--- config.mk ---
export PLATFORM = sky130hd
export DESIGN_NAME = pause_request_arbiter_flat
export DESIGN_NICKNAME = d
export VERILOG_FILES = /design/src/rtl/pause_request_arbiter_if.sv /design/src/rtl/pause_request_arbiter.sv /design/src/flat_wrapper.sv
export SDC_FILE = /design/constraint.sdc
export NUM_CORES = 1
export LEC_CHECK = 0
export ABC_AREA = 1
export BUFFER_PORTS_ARGS = -buffer_cell sky130_fd_sc_hd__clkbuf_2
export CORE_MARGIN = 2
export CORE_UTILIZATION = 30
export CTS_BUF_LIST = sky130_fd_sc_hd__clkbuf_16
export DETAILED_ROUTE_END_ITERATION = 6
export PLACE_DENSITY = 0.46
export SKIP_CTS_REPAIR_TIMING = 1
export SLEW_MARGIN = 5
export SYNTH_ARGS = -nofsm -noshare
export SYNTH_HDL_FRONTEND = slang
export SYNTH_SLANG_ARGS = --single-unit
export TNS_END_PERCENT = 30
--- constraint.sdc ---
create_clock -name clk_sys -period 1.64 [get_ports clk_sys]
set_input_delay 0.164 -clock clk_sys [delete_from_list [all_inputs] [get_ports clk_sys]]
set_output_delay 0.164 -clock clk_sys [all_outputs]
set_load 0.1 [all_outputs]
--- src/rtl/pause_request_arbiter_if.sv ---
// Pause-and-access handshake bundle between the pause request arbiter and its
// clients / pause handler. The arbiter takes the master modport.
interface pause_request_arbiter_if #(
    parameter int NREQ = 2
);
    logic [NREQ-1:0] req;
    logic [NREQ-1:0] done;
    logic            pause_cpu;
    logic            pause_request;
    logic [NREQ-1:0] grant;
    logic            busy;
    logic            aborted;

    modport master (
        input  req,
        input  done,
        input  pause_cpu,
        output pause_request,
        output grant,
        output busy,
        output aborted
    );

    modport slave (
        output req,
        output done,
        output pause_cpu,
        input  pause_request,
        input  grant,
        input  busy,
        input  aborted
    );
endinterface

--- src/rtl/pause_request_arbiter.sv ---
// Pause request arbiter: halts the CPU via the pause handler, lets in-flight bus
// cycles drain, grants one client exclusive access, then enforces a run hold-off.
module pause_request_arbiter #(
    parameter int NREQ           = 2,
    parameter int SETTLE_CYCLES  = 16,
    parameter int HOLDOFF_CYCLES = 256,
    parameter int TIMEOUT_CYCLES = 4096
) (
    input  logic                    clk_sys,
    input  logic                    reset,
    pause_request_arbiter_if.master bus
);

    localparam int IW     = (NREQ > 1) ? $clog2(NREQ) : 1;
    localparam int CW_T   = $clog2(TIMEOUT_CYCLES);
    localparam int CW_S   = $clog2(SETTLE_CYCLES);
    localparam int CW_H   = $clog2(HOLDOFF_CYCLES);
    localparam int CW_TS  = (CW_T > CW_S) ? CW_T : CW_S;
    localparam int CW_MAX = (CW_TS > CW_H) ? CW_TS : CW_H;
    localparam int CW     = (CW_MAX > 0) ? CW_MAX : 1;

    localparam logic [CW-1:0] TIMEOUT_LAST = CW'(TIMEOUT_CYCLES - 1);
    localparam logic [CW-1:0] SETTLE_LAST  = CW'(SETTLE_CYCLES - 1);
    localparam logic [CW-1:0] HOLDOFF_LAST = CW'(HOLDOFF_CYCLES - 1);

    localparam logic [2:0] S_IDLE    = 3'd0;
    localparam logic [2:0] S_REQUEST = 3'd1;
    localparam logic [2:0] S_SETTLE  = 3'd2;
    localparam logic [2:0] S_GRANT   = 3'd3;
    localparam logic [2:0] S_RELEASE = 3'd4;

    logic [2:0]      state_q, state_d;
    logic [CW-1:0]   cnt_q, cnt_d;
    logic [IW-1:0]   winner_q, winner_d;
    logic [IW-1:0]   ptr_q, ptr_d;
    logic            pause_request_q, pause_request_d;
    logic [NREQ-1:0] grant_q, grant_d;
    logic            busy_q, busy_d;
    logic            aborted_q, aborted_d;

    logic [IW-1:0]   pick;
    logic            pick_valid;
    logic [IW-1:0]   next_ptr;

    // Round-robin search; ptr_q holds (last_granted + 1) mod NREQ.
    always_comb begin
        int idx;
        // NOTE: every combinational output gets a default first so no path leaves it unassigned (no latch).
        idx        = 0;
        pick       = '0;
        pick_valid = 1'b0;
        for (int i = 0; i < NREQ; i++) begin
            idx = int'(ptr_q) + i;
            if (idx >= NREQ) begin
                idx = idx - NREQ;
            end
            if (!pick_valid && bus.req[idx]) begin
                pick       = IW'(idx);
                pick_valid = 1'b1;
            end
        end
    end

    assign next_ptr = (int'(winner_q) >= NREQ - 1) ? '0 : winner_q + IW'(1);

    always_comb begin
        state_d   = state_q;
        cnt_d     = cnt_q;
        winner_d  = winner_q;
        ptr_d     = ptr_q;
        aborted_d = 1'b0;
        case (state_q)
            S_IDLE: begin
                if (pick_valid) begin
                    winner_d = pick;
                    state_d  = S_REQUEST;
                    cnt_d    = '0;
                end
            end
            S_REQUEST: begin
                if (bus.pause_cpu) begin
                    state_d = S_SETTLE;
                    cnt_d   = '0;
                end else if (cnt_q == TIMEOUT_LAST) begin
                    aborted_d = 1'b1;
                    state_d   = S_RELEASE;
                    cnt_d     = '0;
                end else begin
                    cnt_d = cnt_q + CW'(1);
                end
            end
            S_SETTLE: begin
                if (!bus.pause_cpu) begin
                    aborted_d = 1'b1;
                    state_d   = S_RELEASE;
                    cnt_d     = '0;
                end else if (cnt_q == SETTLE_LAST) begin
                    state_d = S_GRANT;
                    cnt_d   = '0;
                end else begin
                    cnt_d = cnt_q + CW'(1);
                end
            end
            S_GRANT: begin
                // done wins over a simultaneous pause drop: that is a clean completion.
                if (bus.done[winner_q]) begin
                    ptr_d   = next_ptr;
                    state_d = S_RELEASE;
                    cnt_d   = '0;
                end else if (!bus.pause_cpu) begin
                    aborted_d = 1'b1;
                    ptr_d     = next_ptr;
                    state_d   = S_RELEASE;
                    cnt_d     = '0;
                end
            end
            S_RELEASE: begin
                if (cnt_q == HOLDOFF_LAST) begin
                    state_d = S_IDLE;
                    cnt_d   = '0;
                end else begin
                    cnt_d = cnt_q + CW'(1);
                end
            end
            default: begin
                state_d = S_IDLE;
                cnt_d   = '0;
            end
        endcase
    end

    // Outputs are registered from the next state so they change only on clk_sys edges.
    always_comb begin
        pause_request_d = (state_d == S_REQUEST) || (state_d == S_SETTLE) || (state_d == S_GRANT);
        busy_d          = (state_d != S_IDLE);
        grant_d         = '0;
        if (state_d == S_GRANT) begin
            grant_d[winner_d] = 1'b1;
        end
    end

    always_ff @(posedge clk_sys or posedge reset) begin
        if (reset) begin
            state_q         <= S_IDLE;
            cnt_q           <= '0;
            winner_q        <= '0;
            ptr_q           <= '0;
            pause_request_q <= 1'b0;
            grant_q         <= '0;
            busy_q          <= 1'b0;
            aborted_q       <= 1'b0;
        end else begin
            // NOTE: non-blocking assignments so every register samples pre-edge values.
            state_q         <= state_d;
            cnt_q           <= cnt_d;
            winner_q        <= winner_d;
            ptr_q           <= ptr_d;
            pause_request_q <= pause_request_d;
            grant_q         <= grant_d;
            busy_q          <= busy_d;
            aborted_q       <= aborted_d;
        end
    end

    assign bus.pause_request = pause_request_q;
    assign bus.grant         = grant_q;
    assign bus.busy          = busy_q;
    assign bus.aborted       = aborted_q;

endmodule

--- src/flat_wrapper.sv ---
// flat-port wrapper written by rule: the top's interface ports become plain ports
module pause_request_arbiter_flat 
#(
    parameter int NREQ           = 2,
    parameter int SETTLE_CYCLES  = 16,
    parameter int HOLDOFF_CYCLES = 256,
    parameter int TIMEOUT_CYCLES = 4096
)
  (clk_sys, reset, bus_req, bus_done, bus_pause_cpu, bus_pause_request, bus_grant, bus_busy, bus_aborted);
  pause_request_arbiter_if #(.NREQ(NREQ)) bus_i ();
  input  logic clk_sys;
  input  logic reset;
  input wire logic [$bits(bus_i.req)-1:0] bus_req;
  input wire logic [$bits(bus_i.done)-1:0] bus_done;
  input wire logic [$bits(bus_i.pause_cpu)-1:0] bus_pause_cpu;
  output wire logic [$bits(bus_i.pause_request)-1:0] bus_pause_request;
  output wire logic [$bits(bus_i.grant)-1:0] bus_grant;
  output wire logic [$bits(bus_i.busy)-1:0] bus_busy;
  output wire logic [$bits(bus_i.aborted)-1:0] bus_aborted;
  assign bus_i.req = bus_req;
  assign bus_i.done = bus_done;
  assign bus_i.pause_cpu = bus_pause_cpu;
  assign bus_pause_request = bus_i.pause_request;
  assign bus_grant = bus_i.grant;
  assign bus_busy = bus_i.busy;
  assign bus_aborted = bus_i.aborted;
  pause_request_arbiter #(.NREQ(NREQ), .SETTLE_CYCLES(SETTLE_CYCLES), .HOLDOFF_CYCLES(HOLDOFF_CYCLES), .TIMEOUT_CYCLES(TIMEOUT_CYCLES)) u_core (.clk_sys(clk_sys), .reset(reset), .bus(bus_i));
endmodule
# Word-level counts from Yosys, hierarchy flattened
# Index checks and enable logic that the tools add are counted.
dict set report word_totals {
  regBits 22
  input_bits 7
  word_cells 88
}
dict set report classes {
  n_addsub 5
  magnitude_cmp 8
  eq_ne 13
  n_mux 45
  n_reduce_logical 9
}
# cell count
set ops {}
lappend ops {{$mux 12} 8}
lappend ops {{$lt 32x3->1 const B} 2}
lappend ops {{$mux 32} 2}
lappend ops {{$pmux 12 s5} 1}
lappend ops {{$ge 32x3->1 const B} 1}
lappend ops {{$sub 32x3->32 const B} 1}
lappend ops {{$mux 3} 8}
lappend ops {{$mux 1} 22}
lappend ops {{$pmux 3 s5} 1}
lappend ops {{$add 12x1->12 const B} 1}
lappend ops {{$eq 12x12->1 const B} 1}
lappend ops {{$eq 12x4->1 const B} 1}
lappend ops {{$eq 12x8->1 const B} 1}
lappend ops {{$eq 3x2->1 const B} 4}
lappend ops {{$eq 3x1->1 const B} 2}
lappend ops {{$lt 1x2->1 const B} 2}
lappend ops {{$ne 2x1->1 const B} 2}
lappend ops {{$reduce_and 2->1} 2}
lappend ops {{$eq 3x3->1 const B} 1}
lappend ops {{$logic_not 3->1} 1}
lappend ops {{$ne 3x2->1 const B} 1}
lappend ops {{$pmux 1 s3} 1}
lappend ops {{$reduce_bool 3->1} 1}
lappend ops {{$sub 1x2->3 const B} 1}
lappend ops {{other kinds (9)} 12}

# Depth between registers and ports, before layout
# Gate-level depths: netlist (run 1).
dict set report depth {
  ltp_word 16
  mapped_depth 9
  depth_no_buf 9
}

# Worst setup path before layout (run 1)
# No wires, ideal clock.
dict set report synth_path {
  path_type {reg2reg}
  from {register u_core.cnt_q[0]}
  to {register u_core.cnt_q[10]}
  setup_ns 0.121
  arrival_ns 1.402
  t_required_ns 1.519
  path_slack_ns 0.117
  stages_incl_launch_ff 9
  synth_period_minus_slack_ns 1.523
  cell_sequence {dfrtp_1 > ha_1 > nand2_2 > nor2_8 > nand3_4 > nor2_2 > nand2_2 > a21oi_4 > nor2_1}
}
dict set report synth_between {
  elab_chain_cells 4
  elab_cells_between_ends 10
  classes_between {add/sub: 1; eq/ne: 3; mux: 6}
}
# element line
set synth_rtl {}
lappend synth_rtl {{start: declaration} pause_request_arbiter.sv:33} ;# logic [CW-1:0] cnt_q, cnt_d;
lappend synth_rtl {{start signal: assignment} pause_request_arbiter.sv:155} ;# cnt_q <= cnt_d;
lappend synth_rtl {{$add 12x1->12, or another cell as far along} {pause_request_arbiter.sv:89, pause_request_arbiter.sv:101, pause_request_arbiter.sv:122}}
lappend synth_rtl {{$mux 12 (on tied branches)} {pause_request_arbiter.sv:97, pause_request_arbiter.sv:84}}
lappend synth_rtl {{$mux 12 (on tied branches)} {pause_request_arbiter.sv:93, pause_request_arbiter.sv:81}}
lappend synth_rtl {{$pmux 12 s5 (*)} pause_request_arbiter.sv:72} ;# case (state_q)
# Every way passes the cells marked *; elsewhere a longest branch is shown, timed or not.
# A chain may end at the register's enable or synchronous reset.

# Worst setup path in the final report (run 1)
dict set report layout_path {
  from {register u_core.cnt_q[4]}
  to {register u_core.cnt_q[1]}
}
dict set report layout_between {
  elab_chain_cells 4
  elab_cells_between_ends 9
  classes_between {eq/ne: 3; mux: 6}
}
# element line
set layout_rtl {}
lappend layout_rtl {{$eq 12x4->1 or $eq 12x12->1 (tied branches)} {pause_request_arbiter.sv:97, pause_request_arbiter.sv:84}}
lappend layout_rtl {{$mux 12 (on tied branches)} {pause_request_arbiter.sv:97, pause_request_arbiter.sv:84}}
lappend layout_rtl {{$mux 12 (on tied branches)} {pause_request_arbiter.sv:93, pause_request_arbiter.sv:81}}
lappend layout_rtl {{$pmux 12 s5 (*)} pause_request_arbiter.sv:72}
# Marks and branches as above.

==> metrics.cfg, run 1 <==
[status]
status = completed

[synth]
synth-compound-area-share_pct = 5.574
netlist_area_mm2 = 0.001549
syn_nets = 235
yosysMostFrequentCell = nand2_1
synth_seq_cells = 22
async_reset_ff_share_pct = 100.0
synthSimpleGateAreaFrac_pct = 47.98
synthAdderAreaFrac_pct = 0.8078
ys.flop_type = dfrtp_1
synth_area_per_cell_um2 = 6.824
synth_xor_area_share_pct = 0.5654
synth_edf_count = 0
syn_inst = 227
ys_top_cells_by_count = nand2_1, nor2_1, inv_1
yosysWarnings = 0
synth_mux_area_share_pct = 0
ys_seq_area_share_pct = 35.54
synth_top_area_share_pct = 35.54
synth_top_family_by_area = simple AND/OR/NAND/NOR gates
synth.area.top_cells = dfrtp_1, nand2_1, nand4_1
synth_top_area_cell = dfrtp_1
synth_cell_types = 27

[timing]
post-route-period-util_pct = 93.66
whs_ps = 219.4
max_freq_mhz = 651.0
hold_violations = 0
fin_skew_ps = 2.130
slew_viol_final = 0
rsz0062_at_grt = no
slew-limit-headroom_pct = 63.70
setup_viol = 0
period_needed_ps = 1536
fin_tns_setup_ps = 0
worst_pin_slew_ps = 546.9

[floorplan]
initial_utilization_pct = 30.72
core-area_mm2 = 0.005042
rows = 26
design.die.area_mm2 = 0.005754
die_y_um = 75.86
die_w_um = 75.86
num_io_pins = 12

[power_and_ir_drop]
pwr_density_cell_mw_per_mm2 = 1324
switching_power_mw = 1.103
power_frac_seq_pct = 29.6
p_leak_nw = 0.9921
combPwrFrac_pct = 43.1
clockPowerShare_pct = 27.4
vdd_ir_drop_max_uv = 827.6
swShare_pct = 43.53
p_int_mw = 1.431

[route]
via_per_inst = 4.562
ant_nets = 0
drc = 0
wirelength_um = 3967
wire_per_inst_um = 12.24
via_count = 1478
drt_iter0_markers = 50
first_pass_iters = 4

[layout]
final_nets = 263
fillCellCount = 544
multi_input_area_um2 = 865.8
area_delta_synth_final_pct = 23.51
register_area_um2 = 553.0
antenna_cells = 0
drive_above_1_share_pct = 20.47

[critical_path]
crit_slowest_cell = dfrtp_1
criticalPathCategory = reg2reg
path_cells = nand2_2 > nor2_8 > nand3_4 > nand2_2 > nand2_2 > a21oi_4 > nor2_1
end_kind = flop
crit_required_ps = 1780
crit_arrival_ps = 1680
max_stage_delay_ps = 470
cp_max_fo = 6
cpMostUsedCell = nand2_2
critPathLaunch = u_core.cnt_q[4]
r2r_end = u_core.cnt_q[1]
r2r_start = u_core.cnt_q[4]
start_kind = flop
reg2reg_slack_ps = 100
r2r_cells = 7

[global_route]
grt.overflow.total = 0
grt_pass1_wl_um = 6927
grt_use_total_pct = 15.78
grt_pass1_vias = 1424
antenna_found_initial = 0
grt_max_degree = 23

[placed_design]
hpwlAfterDp_um = 3117
routabilityCongestion = 0.8270
io_buffer_count = 11

[worst_hold_path]
hold_path.class = in2reg
whs_path_depth = 3
min_from = bus_req[1]
hold_path_end = u_core.winner_q

[clocking]
numCtsBuffers = 3
cts_sinks = 22
clk_pin_slew_ps = 60
clock_latency_ps = 260
cts_root_buffer = clkbuf_16
cts_tree = done
clk_path_buf_depth = 2
htreeDepth = 1

[flow_run]
drv_cap = 0

-- cells by family after synthesis --
| logic type | Yosys count |
|---|---|
| flops | 22 |
| compound gates | 14 |
| xor+xnor | 1 |
| buf+inv | 38 |
| fa+ha+maj | 1 |
| simple gates | 151 |
-- routing by layer --
layer | GRT usage (%) | up-vias | wire (µm)
met3 | 3.042 | 4 | 91
met1 | 22.68 | 670 | 2053
met5 | 0 | - | 0
met2 | 25.10 | 13 | 1804
met4 | 2.339 | 0 | 17
li1 | - | 791 | -
-- final cells by class --
cell class	instances	share of cell area [%]
sequential	22	28.91
multi-input combinational	167	45.26
timing repair buffer	26	8.895
clock inverter	1	1.570
clock buffer	3	3.924
inverter	35	6.867
tap	70	4.578
-- sequential cells by signal, summed over array words and instances, names as in the netlist --
signal,cells
u_core.bus.grant,2
u_core.bus.aborted,1
u_core.state_q,3
u_core.bus.pause_request,1
u_core.cnt_q,12
u_core.bus.busy,1
u_core.ptr_q,1
u_core.winner_q,1
-- critical path, delay by kind of cell (launching register included) --
kind / cells / cell delay [ps]
AOI/OAI and AO/OA: 1 / 220
DFF: 1 / 470
and+or+nand+nor: 6 / 710
-- worst max path at each step --
stage	to	slack, ps	depth (start not counted)
global route	u_core.cnt_q[9]	7	8
global placement	u_core.bus.busy	100	8
floorplan	u_core.cnt_q[10]	120	8
detailed placement	u_core.cnt_q[7]	50	8
CTS	u_core.cnt_q[7]	40	8
finish	u_core.cnt_q[1]	100	7
-- layout by cell type, fill, tap and decap left out, types with 5 or more instances in the layout --
cell type and n:
nor2_1 32, dfrtp_1 20, inv_1 29, clkbuf_2 11, nand4_1 21, buf_4 14, o21ai_0 5, nand2_1 63
nand3_1 17, nand2_2 5
-- power groups by stage --
| stage | clock, mW | combinational (mW) | sequential, mW |
|---|---|---|---|
| 6_report | 0.694 | 1.09 | 0.749 |
| 5_1_grt | 0.742 | 1.23 | 0.765 |
| 4_1_cts | 0.712 | 1.09 | 0.738 |
| 3_5_place_dp | 0 | 1.08 | 0.749 |
| 3_3_place_gp | 0 | 1.08 | 0.752 |
| 2_1_floorplan | 0 | 0.500 | 1.05 |
-- through the flow --
step / utilization [%] / setup slack [ps] / cells / power, mW / cell area (µm²)
after floorplan: - / 117.1 / 227 / 1.550 / 1549
final: 37.94 / 104.0 / 324 / 2.534 / 1913
after detailed placement: 35.01 / 54.84 / 317 / 1.830 / 1765
after global placement: 35.01 / 104.9 / 317 / 1.835 / 1765
after CTS: 37.10 / 41.23 / 321 / 2.536 / 1871
after global routing: 37.94 / 6.966 / 324 / 2.735 / 1913
No activity file was read; power rests on OpenSTA's default activity.
==> run 2, diff against run 1 <==
MAX_ROUTING_LAYER = met4   (was not set)
==> metrics.cfg, run 2 (synthesis results as in run 1) <==
[timing]
worst_pin_slew_ps = 546.9  ; unchanged
hold_violations = 0  ; unchanged
fin_skew_ps = 2.137  ; was 2.130 ps
post-route-period-util_pct = 93.62  ; was 93.66%
fin_tns_setup_ps = 0  ; unchanged
rsz0062_at_grt = no  ; unchanged
slew_viol_final = 0  ; unchanged
max_freq_mhz = 651.3  ; was 651.0 MHz
slew-limit-headroom_pct = 63.70  ; unchanged
period_needed_ps = 1535  ; was 1536 ps
setup_viol = 0  ; unchanged

[global_route]
grt_use_total_pct = 16.26  ; was 15.78%
antenna_found_initial = 0  ; unchanged
grt_max_degree = 23  ; unchanged
grt_pass1_wl_um = 6934  ; was 6927 µm
grt_pass1_vias = 1420  ; was 1,424
grt.overflow.total = 0  ; unchanged

[floorplan]
rows = 26  ; unchanged
initial_utilization_pct = 30.72  ; unchanged
design.die.area_mm2 = 0.005754  ; unchanged
die_w_um = 75.86  ; unchanged
num_io_pins = 12  ; unchanged
core-area_mm2 = 0.005042  ; unchanged
die_y_um = 75.86  ; unchanged

[critical_path]
max_stage_delay_ps = 470  ; about the same
crit_required_ps = 1780  ; about the same
start_kind = flop  ; unchanged
path_cells = nand2_2 > nor2_8 > nand3_4 > nand2_2 > nand2_2 > a21oi_4 > nor2_1  ; unchanged
criticalPathCategory = reg2reg  ; unchanged
crit_slowest_cell = dfrtp_1  ; unchanged
cp_max_fo = 6  ; unchanged
crit_arrival_ps = 1680  ; about the same
end_kind = flop  ; unchanged
cpMostUsedCell = nand2_2  ; unchanged

[clocking]
clk_pin_slew_ps = 60  ; about the same
cts_root_buffer = clkbuf_16  ; unchanged
cts_tree = done  ; unchanged
clk_path_buf_depth = 2  ; unchanged
numCtsBuffers = 3  ; unchanged
cts_sinks = 22  ; unchanged
htreeDepth = 1  ; unchanged
clock_latency_ps = 260  ; about the same

[power_and_ir_drop]
vdd_ir_drop_max_uv = 827.6  ; about the same
pwr_density_cell_mw_per_mm2 = 1325  ; was 1324 mW/mm²
p_leak_nw = 0.9921  ; unchanged

[worst_hold_path]
hold_path.class = in2reg  ; unchanged

[route]
first_pass_iters = 4  ; unchanged
via_count = 1476  ; was 1,478
ant_nets = 0  ; unchanged
via_per_inst = 4.556  ; was 4.562
drc = 0  ; unchanged
drt_iter0_markers = 50  ; unchanged
wirelength_um = 3966  ; was 3967 µm
wire_per_inst_um = 12.24  ; about the same

[layout]
largest_reg_flops = 12  ; unchanged
multi_input_area_um2 = 865.8  ; unchanged
drive_above_1_share_pct = 20.47  ; unchanged
register_area_um2 = 553.0  ; unchanged
regMostFlops = u_core.cnt_q  ; unchanged
mostFrequentLayoutCell = nand2_1  ; unchanged
layout_common_cells = nand2_1, nor2_1, inv_1, nand4_1, dfrtp_1  ; unchanged
final_nets = 263  ; unchanged
finish.utilization_pct = 37.94  ; unchanged
antenna_cells = 0  ; unchanged
fillCellCount = 544  ; unchanged
area_delta_synth_final_pct = 23.51  ; unchanged

[status]
status = completed  ; unchanged

[placed_design]
routabilityCongestion = 0.8395  ; was 0.8270
io_buffer_count = 11  ; unchanged
hpwlAfterDp_um = 3117  ; unchanged

[flow_run]
drv_cap = 0  ; unchanged

## run 2: cell counts in the layout (fill, tap and decap cells not counted)
No cell type changed its count.
## run 2: critical path: cells and delay by family, from the launching register on
| family | cells | cell delay [ps] |
|---|---|---|
| AO/OA/AOI/OAI | 1 | 220 |
| AND/OR/NAND/NOR | 6 | 710 |
| flip-flops | 1 | 470 |
## run 2: worst paths after layout
path / startpoint / end / slack (ps) / cells after the start
setup / recovery: u_core.cnt_q[4] / u_core.cnt_q[1] / 100 / 7
hold / removal: bus_req[1] / u_core.winner_q / 220 / 3
setup reg to reg: u_core.cnt_q[4] / u_core.cnt_q[1] / 100 / 7
hold reg to reg: u_core.ptr_q / u_core.ptr_q / 500 / 2
max in group asynchronous: reset / u_core.cnt_q[2] / 930 / 4
min in group asynchronous: reset / u_core.bus.pause_request / 470 / 4
## run 2: power breakdown
part	internal [mW]	total (mW)	switching (mW)	leakage, nW
combinational	0.285	1.09	0.807	0.651
clock	0.485	0.694	0.209	0.0511
sequential	0.661	0.749	0.0875	0.290
## run 2: cell type report
class / instances / area share (%)
clock buffer: 3 / 3.924
sequential: 22 / 28.91
multi-input combinational: 167 / 45.26
timing repair buffer: 26 / 8.895
tap: 70 / 4.578
inverter: 35 / 6.867
clock inverter: 1 / 1.570
## run 2: metal layers
metal  vias up  global-route usage, %  wire [µm]
met4         0                  2.339         17
li1        791                      -          -
met5         -                      -          0
met1       668                  22.85       2065
met3         4                  2.778         78
met2        13                  25.10       1804
## run 2: stage by stage
stage / cell area (µm²) / power [mW] / worst slack [ps] / hold slack (ps) / instances
floorplan: 1549 / 1.550 / 117.1 / 153.2 / 227
global placement: 1765 / 1.835 / 104.9 / 206.9 / 317
detailed placement: 1765 / 1.830 / 54.84 / 207.8 / 317
CTS: 1871 / 2.536 / 41.23 / -73.35 / 321
global route: 1913 / 2.734 / 6.964 / 247.1 / 324
finish: 1913 / 2.534 / 104.7 / 219.5 / 324
